File: src/rtl/fpu_issue_queue.sv
// Operand-issue buffer in front of the floating-point core: queues requests, issues one at a time,
// and holds each result for a valid/ready consumer. Optional FPU_ISSUE_TAG_EN adds a 4-bit result tag.
module fpu_issue_queue #(
    parameter int DEPTH = 4,
    parameter int WIDTH = 32
) (
    input  logic                   clock,
    input  logic                   reset,
    input  logic                   in_valid,
    output logic                   in_ready,
    input  logic                   in_op,
    input  logic [WIDTH-1:0]       in_a,
    input  logic [WIDTH-1:0]       in_b,
    output logic                   core_start,
    output logic                   core_op,
    output logic [WIDTH-1:0]       core_a,
    output logic [WIDTH-1:0]       core_b,
    input  logic                   core_busy,
    input  logic                   core_ready,
    input  logic [WIDTH-1:0]       core_data,
    output logic                   res_valid,
    input  logic                   res_ready,
    output logic [WIDTH-1:0]       res_data,
`ifdef FPU_ISSUE_TAG_EN
    output logic [3:0]             res_tag,
`endif
    output logic [$clog2(DEPTH):0] count,
    output logic [1:0]             dbg_state
);

    localparam int AW = $clog2(DEPTH);
    localparam logic [AW:0] FULL_COUNT = (AW+1)'(DEPTH);

    typedef enum logic [1:0] {
        ST_IDLE  = 2'd0,
        ST_START = 2'd1,
        ST_WAIT  = 2'd2
    } state_t;

    state_t           state;
    logic             op_mem [DEPTH];
    logic [WIDTH-1:0] a_mem  [DEPTH];
    logic [WIDTH-1:0] b_mem  [DEPTH];
    logic [AW-1:0]    wr_ptr;
    logic [AW-1:0]    rd_ptr;
    logic             push;
    logic             pop;
    logic             issue;

    // Handshakes: a transfer happens on a rising edge where valid && ready; valid never
    // waits for ready, and the offered payload holds until the transfer completes.
    assign in_ready  = (count != FULL_COUNT);
    assign push      = in_valid && in_ready;
    assign pop       = (state == ST_START);
    assign issue     = (state == ST_IDLE) && (count != '0) && !core_busy && !res_valid;
    assign dbg_state = state;

    always_ff @(posedge clock) begin
        if (push) begin
            op_mem[wr_ptr] <= in_op;
            a_mem[wr_ptr]  <= in_a;
            b_mem[wr_ptr]  <= in_b;
        end
    end

    always_ff @(posedge clock) begin
        if (reset) begin
            wr_ptr <= '0;
            rd_ptr <= '0;
            count  <= '0;
        end else begin
            if (push) wr_ptr <= wr_ptr + AW'(1);
            if (pop)  rd_ptr <= rd_ptr + AW'(1);
            case ({push, pop})
                2'b10:   count <= count + (AW+1)'(1);
                2'b01:   count <= count - (AW+1)'(1);
                default: ;
            endcase
        end
    end

    // The head entry is latched onto the core operands on the issue edge, so the FIFO
    // pop can lag by one cycle (START) without exposing a bypass path.
    always_ff @(posedge clock) begin
        if (reset) begin
            state      <= ST_IDLE;
            core_start <= 1'b0;
            core_op    <= 1'b0;
            core_a     <= '0;
            core_b     <= '0;
            res_valid  <= 1'b0;
            res_data   <= '0;
        end else begin
            core_start <= 1'b0;
            if (res_valid && res_ready) res_valid <= 1'b0;
            case (state)
                ST_IDLE: begin
                    if (issue) begin
                        state      <= ST_START;
                        core_start <= 1'b1;
                        core_op    <= op_mem[rd_ptr];
                        core_a     <= a_mem[rd_ptr];
                        core_b     <= b_mem[rd_ptr];
                    end
                end
                ST_START: state <= ST_WAIT;
                ST_WAIT: begin
                    if (core_ready) begin
                        res_data  <= core_data;
                        res_valid <= 1'b1;
                        state     <= ST_IDLE;
                    end
                end
                default: state <= ST_IDLE;
            endcase
        end
    end

`ifdef FPU_ISSUE_TAG_EN
    logic [3:0] tag_cnt;
    logic [3:0] flight_tag;

    always_ff @(posedge clock) begin
        if (reset) begin
            tag_cnt    <= 4'd0;
            flight_tag <= 4'd0;
            res_tag    <= 4'd0;
        end else begin
            if (issue) begin
                flight_tag <= tag_cnt;
                tag_cnt    <= tag_cnt + 4'd1;
            end
            if ((state == ST_WAIT) && core_ready) res_tag <= flight_tag;
        end
    end
`endif

endmodule

File: config.mk
export PLATFORM = sky130hd
export DESIGN_NAME = fpu_issue_queue
export DESIGN_NICKNAME = d
export VERILOG_FILES = /design/src/rtl/fpu_issue_queue.sv
export SDC_FILE = /design/constraint.sdc
export NUM_CORES = 1
export LEC_CHECK = 0
export ABC_AREA = 1
export CAP_MARGIN = 20
export CELL_PAD_IN_SITES_DETAIL_PLACEMENT = 1
export CELL_PAD_IN_SITES_GLOBAL_PLACEMENT = 2
export CORE_MARGIN = 2
export CORE_UTILIZATION = 30
export CTS_BUF_LIST = sky130_fd_sc_hd__clkbuf_8
export CTS_CLUSTER_SIZE = 24
export DETAILED_ROUTE_END_ITERATION = 6
export PLACE_DENSITY = 0.71
export RECOVER_POWER = 100
export REMOVE_ABC_BUFFERS = 1
export SYNTH_ARGS = -nofsm -noshare
export SYNTH_HDL_FRONTEND = slang
export SYNTH_SLANG_ARGS = --single-unit
export TNS_END_PERCENT = 30
File: constraint.sdc
create_clock -name clock -period 9.24 [get_ports clock]
set_input_delay 1.848 -clock clock [delete_from_list [all_inputs] [get_ports clock]]
set_output_delay 1.848 -clock clock [all_outputs]
set_load 0.01 [all_outputs]
After elaboration in Yosys (flattened, before gate mapping)
Memories as Yosys holds them, arrays and structs flattened. A register that Yosys moved wholly into a read port is not among the register bits.
Index checks and enable logic that the tools add are counted.
- $add $sub $neg: 4
- equal/unequal tests: 7
- multiplexer cells: 10
- bitwise logic cells: 1
- reductions and logical operators: 14
- operator list (kind ; number):
    two-way mux 1 bit ; 6
    one-hot mux 2 bit (3 select lines) ; 1
    one-hot mux 3 bit (2 select lines) ; 1
    AND reduction 2 bit ; 3
    logical AND 1 bit ; 5
    adder 2 x 1 -> 2 bit (second input constant) ; 2
    equality test 2 x 1 -> 1 bit (second input constant) ; 2
    equality test 2 bit (second input constant) ; 2
    two-way mux 2 bit ; 2
    != test 2 bit (second input constant) ; 2
    adder 3 x 1 -> 3 bit (second input constant) ; 1
    != test 3 bit (second input constant) ; 1
    nonzero test 3 bit ; 1
    subtractor 3 x 1 -> 3 bit (second input constant) ; 1
    logical NOT 1 bit ; 2
    logical NOT 2 bit ; 1
    nonzero test 2 bit ; 1
    OR reduction 2 bit ; 1
    inverter 1 bit ; 1
- register bits: 43
- bits in writable memories: 260
- bits of input ports: 103
- output and inout port bits: 105
- memories: 3
- memory list (memory ; depth ; bits a word ; read ports ; clocked after memory_dff ; wr ports ; RTL line ; text):
    a_mem ; 4 ; 32 ; 1 ; 1 ; 1 ; 42 ; logic [WIDTH-1:0] a_mem [DEPTH];
    b_mem ; 4 ; 32 ; 1 ; 1 ; 1 ; 43 ; logic [WIDTH-1:0] b_mem [DEPTH];
    op_mem ; 4 ; 1 ; 1 ; 1 ; 1 ; 41 ; logic op_mem [DEPTH];

Logic depth before layout (Yosys ltp)
- word-level depth: 6
- mapped depth: 12
- mapped depth without buffers: 12

Worst setup path before layout
OpenSTA, ideal clock, no wires.
- path type: input-to-reg
- from: input in_valid
- to: memory a_mem[0][0], enable pin
- library setup time: 0.489 ns
- arrival time: 4.719 ns
- slack: 4.033 ns
- cell stages on the path: 2
- path through: nand2_1 > nor2_1
- cells in the longest elaborated chain, start to end: 3
- ends and longest elaborated chain (item ; RTL line ; text):
    from (decl) ; 9 ; input logic in_valid,
    logical AND 1 bit ; 53 ; assign push = in_valid && in_ready;
    two-way mux 1 bit ; 59 ; if (push) begin
    two-way mux 1 bit (not written as such) ; 61 ; a_mem[wr_ptr] <= in_a;
    to (decl) ; 42 ;
Every way passes these cells.

Final worst setup path
- from: input in_valid
- to: memory b_mem[3][9], enable pin
- cells in the longest elaborated chain, start to end: 3
- ends and longest elaborated chain (item ; RTL line ; text):
    logical AND 1 bit ; 53 ;
    two-way mux 1 bit ; 59 ;
    two-way mux 1 bit (not written as such) ; 62 ; b_mem[wr_ptr] <= in_b;
    to (decl) ; 43 ;
Every way passes these cells.

==> parameters.txt <==
Parameter                              Value

Min path
  Startpoint of the lowest-slack hold path ... res_data[0]$_SDFFE_PP0P_
  End point of the most critical hold path ... res_data[0]$_SDFFE_PP0P_
  Hold Path Cell Cnt ... 2
  Tightest Hold Check Type ... reg -> reg

Timing
  Total negative slack for setup checks ... 0 ns
  Achievable clock frequency ... ~0.16 GHz
  Count of endpoints failing hold in the final timing report ... 0
  Worst-case headroom to the max-slew limit ... -209%
  Slew of the pin with the lowest slew margin ... roughly 4.6 ns
  Setup repair after global routing missed its margin ... no
  Post-route minimum period ... between 6 and 7 ns
  Hold Slack ... approximately 0.44 ns
  Number of failing setup endpoints in the final timing report ... 0
  Clock Skew ... roughly 0.015 ns
  Post-route clock period utilization ... approximately two thirds
  Final Slew Violations ... between 400 and 500

Drt
  Vias after detailed routing ... roughly 11,000
  Number of DRC markers after the initial detailed-route iteration ... just under 400
  Average wire per cell in the routed design ... roughly 15 um
  First drt pass iteration count ... 6
  Total routed wirelength ... 38,800 um
  DRC ... 0
  Count of nets left with antenna violations after detail routing ... 0
  Drt via density ... between 4 and 5

Floorplanning
  Cell row count ... 82
  Boundary pin count ... 208
  Core Region ... 50,100 um^2
  Die height ... around 230 um
  Initial Util ... a little under a third
  Die width ... 229 um
  Die area ... 52,500 um^2

Pwr
  Pleak ... between 8 and 9 nW
  Power density over cell area ... between 200 and 250 nW/um^2
  Maximum vdd drop ... between 0.07 and 0.08 mV
  Part of the total power dissipated in sequential elements ... a little under 50%
  Switching power share of the total ... a little over a quarter
  Combinational power share ... around 14%
  Switching component of the power ... ~0.0011 W
  Clock network fraction of design power ... between 30% and 40%
  Pint ... 0.00295 W

Critical path
  Register-to-register setup slack ... around 4.4 ns
  Crit path cell chain ... dlygate4sd3_1 > nand2_1 > nor2_4 > clkbuf_1
  Critical-path top delay cell ... clkbuf_1
  Crit path DAT ... between 6 and 7 ns
  Reg2reg path depth ... 5
  Launch instance of the worst register-to-register path ... count[0]$_SDFFE_PP0P_
  Critical Path Sink Type ... flop
  Crit-path max FO ... 65
  Kind of start point of the critical path ... input port
  Critical setup path kind ... in -> reg
  Required time at the endpoint of the critical path ... about 9.3 ns
  Largest stage delay on the critical path ... ~3.3 ns
  Critical R2R Capture ... b_mem[3][9]$_DFFE_PP_

Yosys
  Synthesized area per cell ... just over 9 um^2
  Post-synthesis share of cell area spent on xor and xnor gates ... 0%
  Area fraction in compound gates after synthesis ... approximately 2.5%
  Combined area of all synthesized cells ... roughly 15,000 um^2
  Leading register cell type out of synthesis ... edfxtp_1
  Fraction of registers with async set/reset ... 0%
  Cell taking the most area after synthesis ... edfxtp_1
  Main combinational cell family by area after synthesis ... simple AND/OR/NAND/NOR gates
  Total of warnings raised by yosys ... 0
  Most repeated cell in the gate-level netlist after synthesis ... nand2_1
  Fraction of the mapped netlist area in simple logic gates ... 19.6%
  Number of enable flip-flop cells after synthesis ... 260
  Commonest cells in the netlist ... nand2_1, inv_1, edfxtp_1
  Post-synthesis share of cell area spent on full adders, half adders and majority gates ... less than 1%
  Distinct cell type count of the synthesized netlist ... 19
  Flop and latch count out of synthesis ... 368
  Portion of the post-synthesis area used by sequential elements ... roughly 66%
  Mux cell area share after synthesis ... 0%
  Synth top area share ... around half
  Largest cells by area after synthesis ... edfxtp_1, dfxtp_1, nand2_1
  Post-synthesis instance total ... between 1,500 and 2,000

CTS
  Post-CTS sizing ... 0
  TritonCTS clock tree ... built
  Number of sinks handled by clock tree synthesis ... ~370
  Number of buffers added to fix hold violations after cts ... 0
  Clock root cell ... clkbuf_8
  Clock Pin Slew Worst Setup and Hold Paths ... 0.05 ns
  Buffer depth of the longest clock path ... 3
  Number of setup buffers added after CTS ... 0
  Num CTS Buffers ... 67
  Clock insertion delay at the later pin of the skew report ... 0.61 ns
  H-Tree Depth ... 3

Global route
  Initial antenna violation count ... 15
  Vias in the first global route ... 11,500
  Overall routing resource usage ... ~15%
  First-pass GRT wire length ... slightly above 60,000 um
  Global route overflow ... 0
  Maximum number of pins on one net before global-route repair ... 81

Final layout
  Sequential cell area in the final layout ... 9980 um^2
  Multi-input gate area ... around 3500 um^2
  Number of fillers in the final layout ... ~6,000
  Share of final-layout standard cells stronger than drive strength 1 ... 5.45%
  Final layout net count ... between 1,500 and 2,000
  Layout area overhead ... 25.9%

Run status
  Status ... finished with violations
  Failing checks ... max-capacitance violations, max-slew violations

Placed design
  Number of buffer cells added on primary ports ... a little over 200
  Final RePlAce weighted congestion ... ~0.68
  Detailed-placement wirelength estimate ... about 23,000 um

Flow run
  Number of max-cap violations ... 6
[power groups by stage]
stage / Combinational, W / Clock [W] / Sequential (W)
2_1_floorplan: 0.000291 / 0 / 0.00201
3_3_place_gp: 0.000602 / 0 / 0.00199
3_5_place_dp: 0.000621 / 0 / 0.00199
4_1_cts: 0.000625 / 0.00155 / 0.00196
5_1_grt: 0.000667 / 0.00162 / 0.00198
6_report: 0.000584 / 0.00149 / 0.00196
[layer usage]
metal / vias up / wire (um) / track usage, %
met5: - / 13 / 0
met4: 2 / 895 / 5.99
met2: 169 / 20300 / 27.8
li1: 5448 / - / -
met1: 5198 / 16100 / 16.4
met3: 62 / 1530 / 3.19
[how the worst max path moves through the flow]
stage | slack (ns) | end | from | depth (start not counted)
floorplan | 4.03 | a_mem[0][0]$_DFFE_PP_ | in_valid | 2
global placement | 4.98 | core_b[14]$_SDFFE_PP0P_ | core_busy | 6
detailed placement | 4.92 | core_b[31]$_SDFFE_PP0P_ | core_busy | 6
CTS | 5.55 | in_ready | count[0]$_SDFFE_PP0P_ | 3
global route | 2.76 | res_data[4]$_SDFFE_PP0P_ | reset | 5
finish | 3.15 | b_mem[3][9]$_DFFE_PP_ | in_valid | 4
[cell families after synthesis]
logic type / Yosys count
simple gates: 745
buf+inv: 450
flops: 368
compound gates: 75
fa+ha+maj: 6
[critical path, delay by kind of cell]
| kind | cells | cell delay [ns] |
|---|---|---|
| buffers and inverters | 2 | 3.82 |
| and+or+nand+nor | 2 | 0.44 |
[metrics by stage]
stage	worst slack, ns	power, W	area [um^2]	utilization [%]	instances
after floorplan	4.03	0.00231	14800	-	1569
after global placement	4.98	0.00259	17800	35.6	2457
after detailed placement	4.92	0.00261	17900	35.7	2458
after CTS	5.55	0.00413	19200	38.3	2580
after global routing	2.76	0.00426	19100	38.2	2584
final	3.15	0.00403	19200	38.3	2586
[area by class of cell]
class / count / share of cell area, %
Clock buffer: 77 / 5.53
Inverter: 375 / 7.38
Sequential cell: 368 / 52.1
Tap cell: 672 / 4.39
Antenna cell: 6 / 0.0784
Clock inverter: 45 / 1.31
Timing Repair Buffer: 217 / 11.2
Multi-Input combinational cell: 826 / 18.0
[sequential cells by signal, indices dropped and copies added (netlist names)]
register and flops:
op_mem 4, count 3, core_op 1, res_valid 1, core_b 32, a_mem 128, core_a 32, b_mem 128
wr_ptr 2, core_start 1, rd_ptr 2, res_data 32, dbg_state 2
[cell usage in the layout (no fill, tap or decap), types with 6 or more instances in the layout]
master	count
nor2_1	138
clkinv_2	7
o21ai_0	35
nand3_1	135
clkbuf_8	77
dfxtp_1	106
dlygate4sd3_1	173
a21oi_1	40
diode_2	6
clkdlybuf4s50_1	34
edfxtp_1	260
clkinv_1	12
nand2_1	467
inv_1	392
Note: power is estimated with default switching activity, not from simulation.
